$ cat config.mk
export PLATFORM = sky130hd
export DESIGN_NAME = cp0_int_ctrl
export DESIGN_NICKNAME = d
export VERILOG_FILES = /design/src/rtl/cp0_pkg.sv /design/src/rtl/cp0_timer.sv /design/src/rtl/cp0_int_ctrl.sv
export SDC_FILE = /design/constraint.sdc
export NUM_CORES = 1
export LEC_CHECK = 0
export ABC_AREA = 1
export CAP_MARGIN = 20
export CORE_UTILIZATION = 36
export DETAILED_ROUTE_END_ITERATION = 6
export PLACE_DENSITY_LB_ADDON = 0.3
export SYNTH_ARGS = -nofsm -noshare
export SYNTH_HDL_FRONTEND = slang
export SYNTH_HIERARCHICAL = 1
export SYNTH_SLANG_ARGS = --single-unit
export TNS_END_PERCENT = 30
$ cat constraint.sdc
create_clock -name clk -period 1.2 [get_ports clk]
set_input_delay 0.12 -clock clk [delete_from_list [all_inputs] [get_ports clk]]
set_output_delay 0.12 -clock clk [all_outputs]
set_load 0.02 [all_outputs]
$ cat src/rtl/cp0_pkg.sv
`default_nettype none
// ============================================================================
// Module      : cp0_pkg
// Description : Shared constants for the CP0 interrupt controller.
//               - CP0 register numbers
//               - SR and Cause field bit positions
//               - Exception code enumeration
// Revision    : 1.0  initial release
// ============================================================================
package cp0_pkg;

    // CP0 register numbers
    localparam logic [4:0] C_REG_COUNT   = 5'd9;
    localparam logic [4:0] C_REG_COMPARE = 5'd11;
    localparam logic [4:0] C_REG_SR      = 5'd12;
    localparam logic [4:0] C_REG_CAUSE   = 5'd13;
    localparam logic [4:0] C_REG_EPC     = 5'd14;
    localparam logic [4:0] C_REG_PRID    = 5'd15;

    // SR field positions
    localparam int C_SR_IE    = 0;
    localparam int C_SR_EXL   = 1;
    localparam int C_SR_IM_LO = 10;

    // Cause field positions (IP shares the IM bit positions)
    localparam int C_CAUSE_EXC_LO = 2;
    localparam int C_CAUSE_IP_LO  = 10;
    localparam int C_CAUSE_BD     = 31;

    typedef enum logic [4:0] {
        EXC_INT  = 5'd0,
        EXC_ADEL = 5'd4,
        EXC_ADES = 5'd5,
        EXC_RI   = 5'd10,
        EXC_OV   = 5'd12
    } exc_code_e;

endpackage : cp0_pkg
`default_nettype wire

$ cat src/rtl/cp0_timer.sv
`default_nettype none
// ============================================================================
// Module      : cp0_timer
// Description : CP0 Count/Compare timer. Count free-runs and wraps; the
//               flag sets on the edge after Count==Compare and is cleared
//               by a write to Compare (the clear wins over a same-cycle set).
// Ports       : clk_i          clock, rising edge
//               rst_ni         asynchronous active-low reset
//               we_count_i     write strobe for Count
//               we_compare_i   write strobe for Compare
//               wd_i           write data
//               count_o        current Count
//               compare_o      current Compare
//               flag_o         timer interrupt flag
// Revision    : 1.0  initial release
// ============================================================================
module cp0_timer (
    input  logic        clk_i,
    input  logic        rst_ni,
    input  logic        we_count_i,
    input  logic        we_compare_i,
    input  logic [31:0] wd_i,
    output logic [31:0] count_o,
    output logic [31:0] compare_o,
    output logic        flag_o
);

    logic [31:0] count_q;
    logic [31:0] count_d;
    logic [31:0] compare_q;
    logic [31:0] compare_d;
    logic        flag_q;
    logic        flag_d;

    always_comb begin
        count_d   = we_count_i ? wd_i : count_q + 32'd1;
        compare_d = we_compare_i ? wd_i : compare_q;
        flag_d    = flag_q;
        if (we_compare_i) begin
            flag_d = 1'b0;
        end else if (count_q == compare_q) begin
            flag_d = 1'b1;
        end
    end

    always_ff @(posedge clk_i or negedge rst_ni) begin
        if (!rst_ni) begin
            count_q   <= 32'h0000_0000;
            compare_q <= 32'hFFFF_FFFF;
            flag_q    <= 1'b0;
        end else begin
            count_q   <= count_d;
            compare_q <= compare_d;
            flag_q    <= flag_d;
        end
    end

    assign count_o   = count_q;
    assign compare_o = compare_q;
    assign flag_o    = flag_q;

endmodule : cp0_timer
`default_nettype wire

$ cat src/rtl/cp0_int_ctrl.sv
`default_nettype none
// ============================================================================
// Module      : cp0_int_ctrl
// Description : MIPS-style CP0 interrupt/exception controller with SR,
//               Cause, EPC, PRId and (optionally) Count/Compare.
//               Build macro CP0_TIMER_EN adds the cp0_timer sub-module and
//               one extra interrupt line (IP/IM bit 10+NUM_HWINT).
// Parameters  : NUM_HWINT  hardware interrupt lines (1..8, 1..7 with timer)
//               PRID_VAL   read-only processor ID
// Ports       : clk        clock, rising edge
//               reset      asynchronous active-low reset
//               A1 / RD    read register number / combinational read data
//               A2/WD/WE   mtc0 register number / data / enable
//               PC, BD     victim PC and delay-slot flag from M stage
//               ExcCode    synchronous exception code
//               EXLSet     synchronous exception request
//               EXLClr     eret, clears EXL
//               HWInt      level interrupt lines
//               IntReq     take exception now (combinational)
//               EPC        EPC register
// Revision    : 1.0  initial release
// ============================================================================
module cp0_int_ctrl
    import cp0_pkg::*;
#(
    parameter int          NUM_HWINT = 6,
    parameter logic [31:0] PRID_VAL  = 32'h0000_1234
) (
    input  logic                 clk,
    input  logic                 reset,
    input  logic [4:0]           A1,
    input  logic [4:0]           A2,
    input  logic [31:0]          WD,
    input  logic                 WE,
    input  logic [31:0]          PC,
    input  logic                 BD,
    input  logic [4:0]           ExcCode,
    input  logic                 EXLSet,
    input  logic                 EXLClr,
    input  logic [NUM_HWINT-1:0] HWInt,
    output logic                 IntReq,
    output logic [31:0]          EPC,
    output logic [31:0]          RD
);

`ifdef CP0_TIMER_EN
    localparam int NUM_IP = NUM_HWINT + 1;
`else
    localparam int NUM_IP = NUM_HWINT;
`endif

    // Architectural state
    logic [NUM_IP-1:0]    im_q;
    logic [NUM_IP-1:0]    im_d;
    logic                 exl_q;
    logic                 exl_d;
    logic                 ie_q;
    logic                 ie_d;
    logic                 bd_q;
    logic                 bd_d;
    logic [4:0]           exc_q;
    logic [4:0]           exc_d;
    logic [31:0]          epc_q;
    logic [31:0]          epc_d;
    logic [NUM_HWINT-1:0] hwip_q;

    logic [NUM_IP-1:0]    w_ip;
    logic                 w_int_pending;
    logic                 w_intreq;
    logic                 w_wr_en;
    logic                 w_wr_sr;
    logic                 w_wr_epc;
    logic [31:0]          w_sr;
    logic [31:0]          w_cause;
    logic [31:0]          w_count;
    logic [31:0]          w_compare;
    logic                 w_unused_pc;

    // Word-aligned EPC never stores PC[1:0]
    assign w_unused_pc = ^PC[1:0];

    // An exception taken on this edge discards any concurrent mtc0
    assign w_wr_en  = WE & ~w_intreq;
    assign w_wr_sr  = w_wr_en & (A2 == C_REG_SR);
    assign w_wr_epc = w_wr_en & (A2 == C_REG_EPC);

`ifdef CP0_TIMER_EN
    logic w_timer_flag;

    cp0_timer u_timer (
        .clk_i        (clk),
        .rst_ni       (reset),
        .we_count_i   (w_wr_en & (A2 == C_REG_COUNT)),
        .we_compare_i (w_wr_en & (A2 == C_REG_COMPARE)),
        .wd_i         (WD),
        .count_o      (w_count),
        .compare_o    (w_compare),
        .flag_o       (w_timer_flag)
    );

    assign w_ip = {w_timer_flag, hwip_q};
`else
    assign w_count   = 32'h0000_0000;
    assign w_compare = 32'h0000_0000;
    assign w_ip      = hwip_q;
`endif

    assign w_int_pending = (|(w_ip & im_q)) & ie_q & ~exl_q;

    // Gating with reset keeps IntReq low while EXLSet is held during reset
    assign w_intreq = reset & (w_int_pending | (EXLSet & ~exl_q));
    assign IntReq   = w_intreq;
    assign EPC      = epc_q;

    always_comb begin
        im_d  = im_q;
        exl_d = exl_q;
        ie_d  = ie_q;
        bd_d  = bd_q;
        exc_d = exc_q;
        epc_d = epc_q;
        if (w_intreq) begin
            epc_d = {PC[31:2], 2'b00};
            bd_d  = BD;
            exl_d = 1'b1;
            // A pending interrupt outranks the synchronous exception
            exc_d = w_int_pending ? 5'(EXC_INT) : ExcCode;
        end else begin
            if (w_wr_sr) begin
                im_d  = WD[C_SR_IM_LO +: NUM_IP];
                exl_d = WD[C_SR_EXL];
                ie_d  = WD[C_SR_IE];
            end
            if (w_wr_epc) begin
                epc_d = {WD[31:2], 2'b00};
            end
            if (EXLClr) begin
                exl_d = 1'b0;
            end
        end
    end

    always_ff @(posedge clk or negedge reset) begin
        if (!reset) begin
            im_q   <= '0;
            exl_q  <= 1'b0;
            ie_q   <= 1'b0;
            bd_q   <= 1'b0;
            exc_q  <= 5'd0;
            epc_q  <= 32'h0000_0000;
            hwip_q <= '0;
        end else begin
            im_q   <= im_d;
            exl_q  <= exl_d;
            ie_q   <= ie_d;
            bd_q   <= bd_d;
            exc_q  <= exc_d;
            epc_q  <= epc_d;
            hwip_q <= HWInt;
        end
    end

    // Read path: no bypass, a same-cycle write is seen next cycle
    always_comb begin
        w_sr                             = 32'h0000_0000;
        w_sr[C_SR_IM_LO +: NUM_IP]       = im_q;
        w_sr[C_SR_EXL]                   = exl_q;
        w_sr[C_SR_IE]                    = ie_q;

        w_cause                          = 32'h0000_0000;
        w_cause[C_CAUSE_BD]              = bd_q;
        w_cause[C_CAUSE_IP_LO +: NUM_IP] = w_ip;
        w_cause[C_CAUSE_EXC_LO +: 5]     = exc_q;

        case (A1)
            C_REG_SR:      RD = w_sr;
            C_REG_CAUSE:   RD = w_cause;
            C_REG_EPC:     RD = epc_q;
            C_REG_PRID:    RD = PRID_VAL;
            C_REG_COUNT:   RD = w_count;
            C_REG_COMPARE: RD = w_compare;
            default:       RD = 32'h0000_0000;
        endcase
    end

endmodule : cp0_int_ctrl
`default_nettype wire

==> impl_metrics.tcl <==
set metrics [dict create \
    run_status "finished, violations left" \
    violated_checks "hold timing, setup timing" \
    synth-seq-area-share_pct 41.4 \
    timing.critical_path.from_type "register" \
    die-width_um 93.6 \
    setup.worst_path.class "reg -> out" \
    grt_pass1_wl_mm 15.9 \
    area_growth_pct 80.2 \
    final_layout_size_suffix_gt1_share_pct 29.8 \
    num_rows 33 \
    hpwl_mm 6.95 \
    detail_route.wirelength_mm 10.8 \
    design.portCount 156 \
    die_area_mm2 0.00877 \
    clk_pin_slew_worst_paths_ps 90 \
    ys_top_cells_by_count "163 x sky130_fd_sc_hd__nand2_1, 105 x sky130_fd_sc_hd__nand3_1, 56 x sky130_fd_sc_hd__inv_1" \
    layout.nets 747 \
    fin_worst_skew_ps 5.45 \
    worst_ep_required_time_ps 1080 \
    crit_path_capture_type "primary output" \
    finalInstanceArea_mm2 0.00545 \
    drcViolationCount 0 \
    critical_path.endpoint "IntReq" \
    r2r_setup_slack_ps -320 \
    antenna_found_initial 0 \
    clock_tree_from_tritoncts "built" \
    placement.cell_area_mm2 0.00495 \
    die_h_um 93.6 \
    crit_arrival_ps 1410 \
    critical_path_peak_fanout 3 \
    fin_total_pwr_mw 6.13 \
    overflow 0 \
    netlist_instances 448 \
    hold-worst-slack_ps -151 \
    sequential_cell_area_mm2 0.00125 \
    detailedRoute.firstPassIterationCount 4 \
    initial_utilization_pct 37.0 \
    clk-insertion-delay-late_ps 300 \
    gp_congestion 0.875 \
    timing.final.setup_violations 54 \
    r2r_start "hwip_q[3]" \
    report.final.hold_viol_count 50 \
    clk_path_buf_depth 2 \
    synth_top_flop_cell "sky130_fd_sc_hd__dfrtp_1" \
    first_global_vias 3383 \
    cellLeakagePower_nw 2.98 \
    core_area_mm2 0.00818 \
    rsz_0062_raised_after_global_routing "true" \
    period_minus_slack_ps 1530 \
    vias 3679 \
    synthesis.area_per_instance_um2 6.75 \
    clock_tree.root_cell "sky130_fd_sc_hd__clkbuf_8" \
    maxcap_viol_count 0 \
    final.period_utilization_pct 128 \
    yosys_warnings 6 \
    footprint_of_the_multi_input_gates_mm2 0.00158 \
    post-place-ws_ps -768 \
    num-fill-cells 666 \
    netlist_top_cells_area "sky130_fd_sc_hd__dfrtp_1 41%, sky130_fd_sc_hd__nand2_1 20%, sky130_fd_sc_hd__nand3_1 17%" \
    synth_async_reset_ratio_pct 100 \
    grt_max_degree 81 \
    detail_route.vias_per_cell 4.83 \
    post-synth-top-count-cell "sky130_fd_sc_hd__nand2_1" \
    post_synth_instance_area_mm2 0.00302 \
    avgRoutedWirePerCell_um 14.1 \
    power_per_cell_area_mw_per_mm2 1130 \
    global_route.usage.total_pct 23.0 \
    number_of_clock_sinks 50 \
    reg2reg_depth 12 \
    fmaxAchievable_ghz 0.653 \
    synth-seq-cells 50 \
    crit-reg2reg-capture "EPC[18]" \
    final_max_slew_viol_count 0 \
    hold_class "in -> async" \
    count_of_nets_left_with_antenna_violations_after_detail_routing 0 \
    power.ir.vdd_worst_mv 0.500 \
    portBuffers 151 \
    synth_largest_type_area_fraction_pct 41.4 \
    cts_inserted_buffers 5 \
    timing.critical_path.from "hwip_q[3]" \
    ys_types 22 \
    library_cell_with_the_largest_summed_area_after_synthesis "sky130_fd_sc_hd__dfrtp_1" \
    cts_max_level 2 \
    setup_ws_ps -331 \
    n_antenna_cell 0 \
    synth_enable_flop_cells 0 \
    drt-initial-drc-count 146 \
]
critical path, cell delays in order (launching register included):
cell and delay, ps:
sky130_fd_sc_hd__dfrtp_1 410, sky130_fd_sc_hd__nand2_1 70, sky130_fd_sc_hd__nand2_1 50, sky130_fd_sc_hd__nor2_1 100, sky130_fd_sc_hd__nand2_1 80, sky130_fd_sc_hd__nand2_2 90, sky130_fd_sc_hd__nand2_4 70, sky130_fd_sc_hd__nand2_8 90
sky130_fd_sc_hd__inv_4 40, sky130_fd_sc_hd__buf_6 120
layout by cell type, fill, tap and decap left out, types with 21 or more instances in the layout:
| cell type | instances |
|---|---|
| sky130_fd_sc_hd__buf_6 | 26 |
| sky130_fd_sc_hd__nand2_2 | 25 |
| sky130_fd_sc_hd__nor2_1 | 21 |
| sky130_fd_sc_hd__clkdlybuf4s50_1 | 82 |
| sky130_fd_sc_hd__buf_2 | 32 |
| sky130_fd_sc_hd__buf_4 | 60 |
| sky130_fd_sc_hd__nand3_1 | 97 |
| sky130_fd_sc_hd__nand2_1 | 129 |
| sky130_fd_sc_hd__inv_1 | 53 |
| sky130_fd_sc_hd__dfrtp_1 | 50 |
cell families after synthesis:
logic type | share of synthesized area (%)
DFF | 41.4
other | 0.124
buffers and inverters | 13.1
AOI/OAI and AO/OA | 2.11
and+or+nand+nor | 43.3
per-stage QoR:
stage / std cells / util [%] / setup TNS (ps)
after global placement: 734 / 60.5 / -37230
after global routing: 762 / 66.6 / -19190
after CTS: 747 / 61.3 / -13520
after floorplan: 449 / - / -3500
after detailed placement: 734 / 60.5 / -39660
final: 762 / 66.6 / -12420
registers in the layout (all words and copies together), names as in the netlist:
register,cells
ie_q,1
exl_q,1
im_q,6
EPC,30
bd_q,1
hwip_q,6
exc_q,5
metal layers:
layer | up-vias | wire length (um) | track usage (%)
li1 | 1806 | - | -
met1 | 1717 | 4550 | 30.7
met2 | 143 | 5260 | 38.6
met3 | 13 | 808 | 3.82
met4 | 0 | 161 | 6.28
met5 | - | 0 | 0
worst min-delay path by stage:
stage	from	end	cells past startpoint
2_1_floorplan	reset	EPC[10]	0
6_report	reset	exc_q[2]	2
5_1_grt	reset	EPC[4]	2
3_5_place_dp	reset	exc_q[2]	2
4_1_cts	reset	exc_q[2]	2
3_3_place_gp	reset	exc_q[0]	2
area by class of cell:
type	count	share of cell area [%]
Clock buffer	7	1.58
Clock inverter	1	0.0919
Inverter	57	4.02
Multi-Input combinational cell	314	29.0
Sequential cell	50	23.0
Tap cell	105	2.41
Timing Repair Buffer	228	39.9
where the power goes:
part / switching, mW / internal, mW / total (mW)
Sequential: 0.263 / 2.04 / 2.31
Clock: 0.562 / 0.467 / 1.03
Combinational: 1.38 / 1.42 / 2.80
repair_timing:
action                     CTS  global route
gates resized for setup    284            68
pin swaps                   19            12
setup endpoints to repair  107            87
hold endpoints to repair    50            50
buffers inserted             5             6
cloned                       1             9
No activity file was read; power rests on OpenSTA's default activity.
